--- src/rtl/cluster_event_pkg.sv ---
// Shared types and event-map constants for the per-core cluster event decoder.
package cluster_event_pkg;

  typedef enum logic [1:0] {
    EVT_IDLE  = 2'd0,
    EVT_SLEEP = 2'd1,
    EVT_WAKE  = 2'd2,
    EVT_ACK   = 2'd3
  } evt_fsm_e;

  localparam int EVT_ID_W = 5;

  // Bit positions of each event source within the mapped cluster event vector.
  localparam int EVT_SW_LSB       = 0;
  localparam int EVT_SW_MSB       = 7;
  localparam int EVT_DMA_LSB      = 8;
  localparam int EVT_DMA_MSB      = 9;
  localparam int EVT_TIMER_LSB    = 10;
  localparam int EVT_TIMER_MSB    = 11;
  localparam int EVT_ACC_LSB      = 12;
  localparam int EVT_ACC_MSB      = 15;
  localparam int EVT_BARRIER_BIT  = 16;
  localparam int EVT_MUTEX_BIT    = 17;
  localparam int EVT_DISPATCH_BIT = 18;
  localparam int EVT_CLUSTER_LSB  = 22;
  localparam int EVT_CLUSTER_MSB  = 24;
  localparam int EVT_PERIPH_FIFO_BIT = 27;

endpackage

--- src/rtl/cluster_event_prio_enc.sv ---
// Combinational lowest-set-bit encoder: reports the index of the lowest set bit of vec_i.
module cluster_event_prio_enc import cluster_event_pkg::*; #(
  parameter int WIDTH = 32,
  parameter int ID_W  = $clog2(WIDTH)
) (
  input  logic [WIDTH-1:0] vec_i,
  output logic [ID_W-1:0]  id,
  output logic             valid
);

  // Scan from the top down so the lowest set bit is the last one written.
  always_comb begin
    id    = '0;
    valid = 1'b0;
    for (int i = WIDTH - 1; i >= 0; i--) begin
      id    = vec_i[i] ? ID_W'(i) : id;
      valid = vec_i[i] | valid;
    end
  end

endmodule

--- src/rtl/cluster_event_decoder.sv ---
// Per-core event consumer: pending buffer, mask filter, wait-for-event FSM with clock gating,
// and a saturating counter of events lost to overflow.
module cluster_event_decoder import cluster_event_pkg::*; #(
  parameter int EVT_WIDTH = 32,
  parameter int CNT_WIDTH = 8
) (
  input  logic                         clk_i,
  input  logic                         rst_ni,
  input  logic [EVT_WIDTH-1:0]         events_i,
  input  logic                         mask_we_i,
  input  logic [EVT_WIDTH-1:0]         mask_wdata_i,
  input  logic                         clr_we_i,
  input  logic [EVT_WIDTH-1:0]         clr_wdata_i,
  input  logic                         evt_req_i,
  output logic                         evt_valid_o,
  output logic [$clog2(EVT_WIDTH)-1:0] evt_id_o,
  output logic                         core_clk_en_o,
  output logic [EVT_WIDTH-1:0]         pending_o,
  output logic [EVT_WIDTH-1:0]         mask_o,
  output logic [CNT_WIDTH-1:0]         ovf_cnt_o
);

  localparam int ID_W = $clog2(EVT_WIDTH);

  evt_fsm_e               state_q;
  logic [EVT_WIDTH-1:0]   pending_q, pending_d;
  logic [EVT_WIDTH-1:0]   mask_q;
  logic [CNT_WIDTH-1:0]   ovf_q;
  logic                   valid_q;
  logic [ID_W-1:0]        id_q;
  logic                   clk_en_q;

  logic [EVT_WIDTH-1:0]   match_s;
  logic [ID_W-1:0]        win_id_s;
  logic                   win_valid_s;
  logic                   take_s;
  logic [EVT_WIDTH-1:0]   clr_s;
  logic                   ovf_hit_s;

  assign match_s = pending_q & mask_q;

  cluster_event_prio_enc #(
    .WIDTH (EVT_WIDTH),
    .ID_W  (ID_W)
  ) u_prio_enc (
    .vec_i (match_s),
    .id    (win_id_s),
    .valid (win_valid_s)
  );

  // Consume the winner on an IDLE hit or in WAKE; the consumed bit joins the clear set.
  always_comb begin
    take_s = win_valid_s && (((state_q == EVT_IDLE) && evt_req_i) || (state_q == EVT_WAKE));
    if (clr_we_i) begin
      clr_s = clr_wdata_i;
    end else begin
      clr_s = '0;
    end
    if (take_s) begin
      clr_s = clr_s | ({{(EVT_WIDTH-1){1'b0}}, 1'b1} << win_id_s);
    end else begin
      clr_s = clr_s;
    end
    ovf_hit_s = |(events_i & pending_q & ~clr_s);
    pending_d = (pending_q & ~clr_s) | events_i;
  end

  // Pending buffer, mask register and saturating overflow counter.
  always_ff @(posedge clk_i) begin
    if (!rst_ni) begin
      pending_q <= '0;
      mask_q    <= '0;
      ovf_q     <= '0;
    end else begin
      pending_q <= pending_d;
      if (mask_we_i) begin
        mask_q <= mask_wdata_i;
      end
      if (ovf_hit_s && (ovf_q != {CNT_WIDTH{1'b1}})) begin
        ovf_q <= ovf_q + CNT_WIDTH'(1);
      end
    end
  end

  // Wait-for-event FSM with registered valid/id/clock-enable outputs.
  always_ff @(posedge clk_i) begin
    if (!rst_ni) begin
      state_q  <= EVT_IDLE;
      valid_q  <= 1'b0;
      id_q     <= '0;
      clk_en_q <= 1'b1;
    end else begin
      valid_q <= 1'b0;
      case (state_q)
        EVT_IDLE: begin
          if (evt_req_i && win_valid_s) begin
            state_q <= EVT_ACK;
            id_q    <= win_id_s;
            valid_q <= 1'b1;
          end else if (evt_req_i) begin
            state_q  <= EVT_SLEEP;
            clk_en_q <= 1'b0;
          end else begin
            state_q <= EVT_IDLE;
          end
        end
        EVT_SLEEP: begin
          if (win_valid_s) begin
            state_q  <= EVT_WAKE;
            clk_en_q <= 1'b1;
          end else if (!evt_req_i) begin
            state_q  <= EVT_IDLE;
            clk_en_q <= 1'b1;
          end else begin
            state_q <= EVT_SLEEP;
          end
        end
        EVT_WAKE: begin
          // A match withdrawn during WAKE (clear or mask change) returns to waiting.
          if (win_valid_s) begin
            state_q <= EVT_ACK;
            id_q    <= win_id_s;
            valid_q <= 1'b1;
          end else if (evt_req_i) begin
            state_q  <= EVT_SLEEP;
            clk_en_q <= 1'b0;
          end else begin
            state_q <= EVT_IDLE;
          end
        end
        EVT_ACK: begin
          state_q <= EVT_IDLE;
        end
        default: begin
          state_q  <= EVT_IDLE;
          clk_en_q <= 1'b1;
        end
      endcase
    end
  end

  assign evt_valid_o   = valid_q;
  assign evt_id_o      = id_q;
  assign core_clk_en_o = clk_en_q;
  assign pending_o     = pending_q;
  assign mask_o        = mask_q;
  assign ovf_cnt_o     = ovf_q;

endmodule

--- config.mk ---
export PLATFORM = sky130hd
export DESIGN_NAME = cluster_event_decoder
export DESIGN_NICKNAME = d
export VERILOG_FILES = /design/src/rtl/cluster_event_pkg.sv /design/src/rtl/cluster_event_prio_enc.sv /design/src/rtl/cluster_event_decoder.sv
export SDC_FILE = /design/constraint.sdc
export NUM_CORES = 1
export LEC_CHECK = 0
export ABC_AREA = 1
export CAP_MARGIN = 20
export CORE_ASPECT_RATIO = 1.2
export CORE_MARGIN = 2
export CORE_UTILIZATION = 30
export DETAILED_ROUTE_END_ITERATION = 12
export PLACE_DENSITY = 0.69
export SLEW_MARGIN = 20
export SYNTH_ARGS = -nofsm -noshare
export SYNTH_HDL_FRONTEND = slang
export SYNTH_SLANG_ARGS = --single-unit
--- constraint.sdc ---
create_clock -name clk_i -period 2.9 [get_ports clk_i]
set_clock_uncertainty 0.1 [all_clocks]
set_input_delay 0.435 -clock clk_i [delete_from_list [all_inputs] [get_ports clk_i]]
set_output_delay 0.435 -clock clk_i [all_outputs]
set_load 0.05 [all_outputs]
==> results.sh <==
export IMPL_status="finished, violations left"
export IMPL_violations="negative setup slack"
export IMPL_synth_largest_area_cell="dfxtp_1"
export IMPL_tightest_slew_ps=677
export IMPL_core_um2=13200
export IMPL_synth_top_cells_by_area="dfxtp_1, nor2_1, nand2_1"
export IMPL_max_freq_mhz=275
export IMPL_rsz0062_at_grt="yes"
export IMPL_holdWs_ps=408
export IMPL_routabilityCongestion=0.902
export IMPL_slew_headroom_pct=54.6
export IMPL_antenna_left=0
export IMPL_ios=180
export IMPL_dieArea_um2=14400
export IMPL_final_hold_viol_count=0
export IMPL_whs_endpoint="ovf_cnt_o[5]$_SDFFE_PN0P_"
export IMPL_critPathMaxFanout=8
export IMPL_synth_top_area_share_pct=40.0
export IMPL_grt_usage_pct=21.9
export IMPL_htree_levels=3
export IMPL_ff2ff_path_depth=44
export IMPL_die_h_um=131
export IMPL_power_density_nw_per_um2=527
export IMPL_syn_area_um2=4050
export IMPL_drt_pass1_iter_count=5
export IMPL_drtIter0Drc=291
export IMPL_ys_ff_latch=81
export IMPL_multi_input_area_um2=2590
export IMPL_seq_area_um2=1660
export IMPL_min_period_ps=3640
export IMPL_total_power_mw=3.85
export IMPL_io_buffers=179
export IMPL_yosysWarnings=0
export IMPL_rrSetupSlack_ps=-740
export IMPL_rows=46
export IMPL_fp_dieW_um=110
export IMPL_hold_depth=2
export IMPL_setup_viol=25
export IMPL_grt_pass1_wl_um=24700
export IMPL_critPathKind="flip-flop to flip-flop"
export IMPL_hp_start="ovf_cnt_o[5]$_SDFFE_PN0P_"
export IMPL_synth_compound_area_share_pct=17.7
export IMPL_critPathRequiredTime_ps=3070
export IMPL_place_inst=1014
export IMPL_clk_latency_ps=340
export IMPL_syn_inst=613
export IMPL_antenna_found_initial=1
export IMPL_cp_slowest_cell="dfxtp_4"
export IMPL_initial_utilization_pct=30.7
export IMPL_maxCapViolations=0
export IMPL_synth_seq_area_share_pct=40.0
export IMPL_r2r_start="pending_o[31]$_SDFF_PN0_"
export IMPL_grt_overflow=0
export IMPL_hp_class="flip-flop to flip-flop"
export IMPL_nets=963
export IMPL_cp_start_kind="flip-flop"
export IMPL_final_util_pct=55.5
export IMPL_setup_ws_ps=-735
export IMPL_final_max_slew_viol_count=0
export IMPL_final_common_cell="clkdlybuf4s50_1"
export IMPL_syn_nets=715
export IMPL_fin_crit_sh_pct=125
export IMPL_layout_cells_non_filler=1035
export IMPL_synthAdderAreaFrac_pct=0.309
export IMPL_synth_simple_area_share_pct=37.2
export IMPL_root_buffer="clkbuf_16"
export IMPL_synth_top_family_by_area="simple AND/OR/NAND/NOR gates"
export IMPL_numCtsBuffers=9
export IMPL_synth_mux_area_share_pct=0
export IMPL_dr_total_vias=5029
export IMPL_avgSynthCellArea_um2=6.61
export IMPL_cpPeakStageDelay_ps=350
export IMPL_fillers=1216
export IMPL_p_leak_nw=3.11
export IMPL_drt_total_wl_um=15800
export IMPL_ir_drop_uv=323
export IMPL_hold_buffers=0
export IMPL_clockBufferDepth=2
export IMPL_dp_hpwl_um=12000
export IMPL_dp_worst_setup_slack_ps=-742
export IMPL_first_global_vias=4955
export IMPL_layout_drive_gt1_share_pct=21.1
export IMPL_crit_top_cell="nand2_1"
export IMPL_grt_start_max_net_pins=46
export IMPL_clkSinkCount=81
export IMPL_synth_xor_area_share_pct=0
export IMPL_final_cell_mix="clkdlybuf4s50_1, nor2_1, nand2_1"
export IMPL_tritoncts="built"
export IMPL_clk_pin_slew_ps=60
export IMPL_drt_wirelength_per_cell_um=15.3
export IMPL_area_delta_synth_final_pct=80.6
export IMPL_r2r_end="ovf_cnt_o[7]$_SDFFE_PN0P_"
export IMPL_endpoint_kind="flip-flop"
export IMPL_synth_cell_types=25
export IMPL_routed_via_density=4.86
export IMPL_critical_path_arrival_ps=3810
export IMPL_route_detailed_drc=0
[area by class of cell]
type,instances,share of cell area [%]
Antenna cell,1,0.0342
Sequential cell,81,22.7
Timing Repair Buffer,259,33.6
Tap cell,168,2.87
Inverter,23,1.21
Multi-Input combinational cell,487,35.4
Clock inverter,4,0.701
Clock buffer,12,3.51
[kinds of logic (layout without fill, tap and decap cells)]
kind of cell / count (synthesis) / in the layout
AO/OA/AOI/OAI: 124 / 124
AND/OR/NAND/NOR: 361 / 362
flip-flops: 81 / 81
other: 0 / 1
adder cells (fa/ha/maj): 1 / 1
buffers and inverters: 46 / 298
[where the power goes]
group | internal, mW | leakage [nW] | switching [mW]
clock network | 0.714 | 0.149 | 0.462
logic | 0.568 | 2.28 | 0.842
registers | 1.20 | 0.680 | 0.0634
[critical path: cells and delay by family (launching register included)]
| kind | cells | cell delay [ps] |
|---|---|---|
| simple gates | 42 | 2940 |
| flops | 1 | 350 |
| buf+inv | 2 | 170 |
[sequential cells by signal (all words and copies together) (netlist names)]
signal and flops:
mask_o 32, evt_valid_o 1, pending_o 32, state_q 2, core_clk_en_o 1, ovf_cnt_o 8
evt_id_o 5
[stage by stage]
stage               cell area [µm²]  setup TNS (ps)
floorplan                      4130           -2690
CTS                            7060           -5290
detailed placement             6640           -6120
finish                         7320           -7260
global placement               6640           -5730
global route                   7320          -22050
[worst max path at each step]
stage | startpoint | endpoint | slack, ps
3_3_place_gp | pending_o[31]$_SDFF_PN0_ | ovf_cnt_o[6]$_SDFFE_PN0P_ | -690
2_1_floorplan | pending_o[31]$_SDFF_PN0_ | ovf_cnt_o[2]$_SDFFE_PN0P_ | -340
5_1_grt | pending_o[31]$_SDFF_PN0_ | ovf_cnt_o[7]$_SDFFE_PN0P_ | -1160
4_1_cts | pending_o[31]$_SDFF_PN0_ | ovf_cnt_o[7]$_SDFFE_PN0P_ | -640
6_report | pending_o[31]$_SDFF_PN0_ | ovf_cnt_o[7]$_SDFFE_PN0P_ | -740
3_5_place_dp | pending_o[31]$_SDFF_PN0_ | ovf_cnt_o[4]$_SDFFE_PN0P_ | -740
[timing repair]
action	in CTS	in global routing
pin swaps	9	32
resized for setup	23	56
setup endpoints to repair	18	40
cloned	1	0
buffers inserted	1	4
[synth_stat cells (all sizes together)]
| library cell | instances |
|---|---|
| o22ai | 1 |
| o31ai | 1 |
| clkbuf | 19 |
| nand3 | 65 |
| ha | 1 |
| o21a | 1 |
| inv | 20 |
| nor2 | 157 |
| a311oi | 1 |
| o21ai | 37 |
| dfxtp | 81 |
| a31oi | 2 |
| a21boi | 31 |
| nand2 | 126 |
| nand4 | 12 |
| a21oi | 47 |
| buf | 4 |
| o21bai | 1 |
| a211oi | 2 |
| clkinv | 3 |
| nor3 | 1 |
[layer usage]
metal	track usage [%]	vias to the layer above	part of all wire, %	wire, µm
li1	-	2540	-	-
met1	26.4	2294	41	6420
met2	37.7	168	50	7850
met3	4.12	27	7.0	1110
met4	7.95	0	2.7	424
met5	0	-	0	0
No activity file was read; power rests on OpenSTA's default activity.
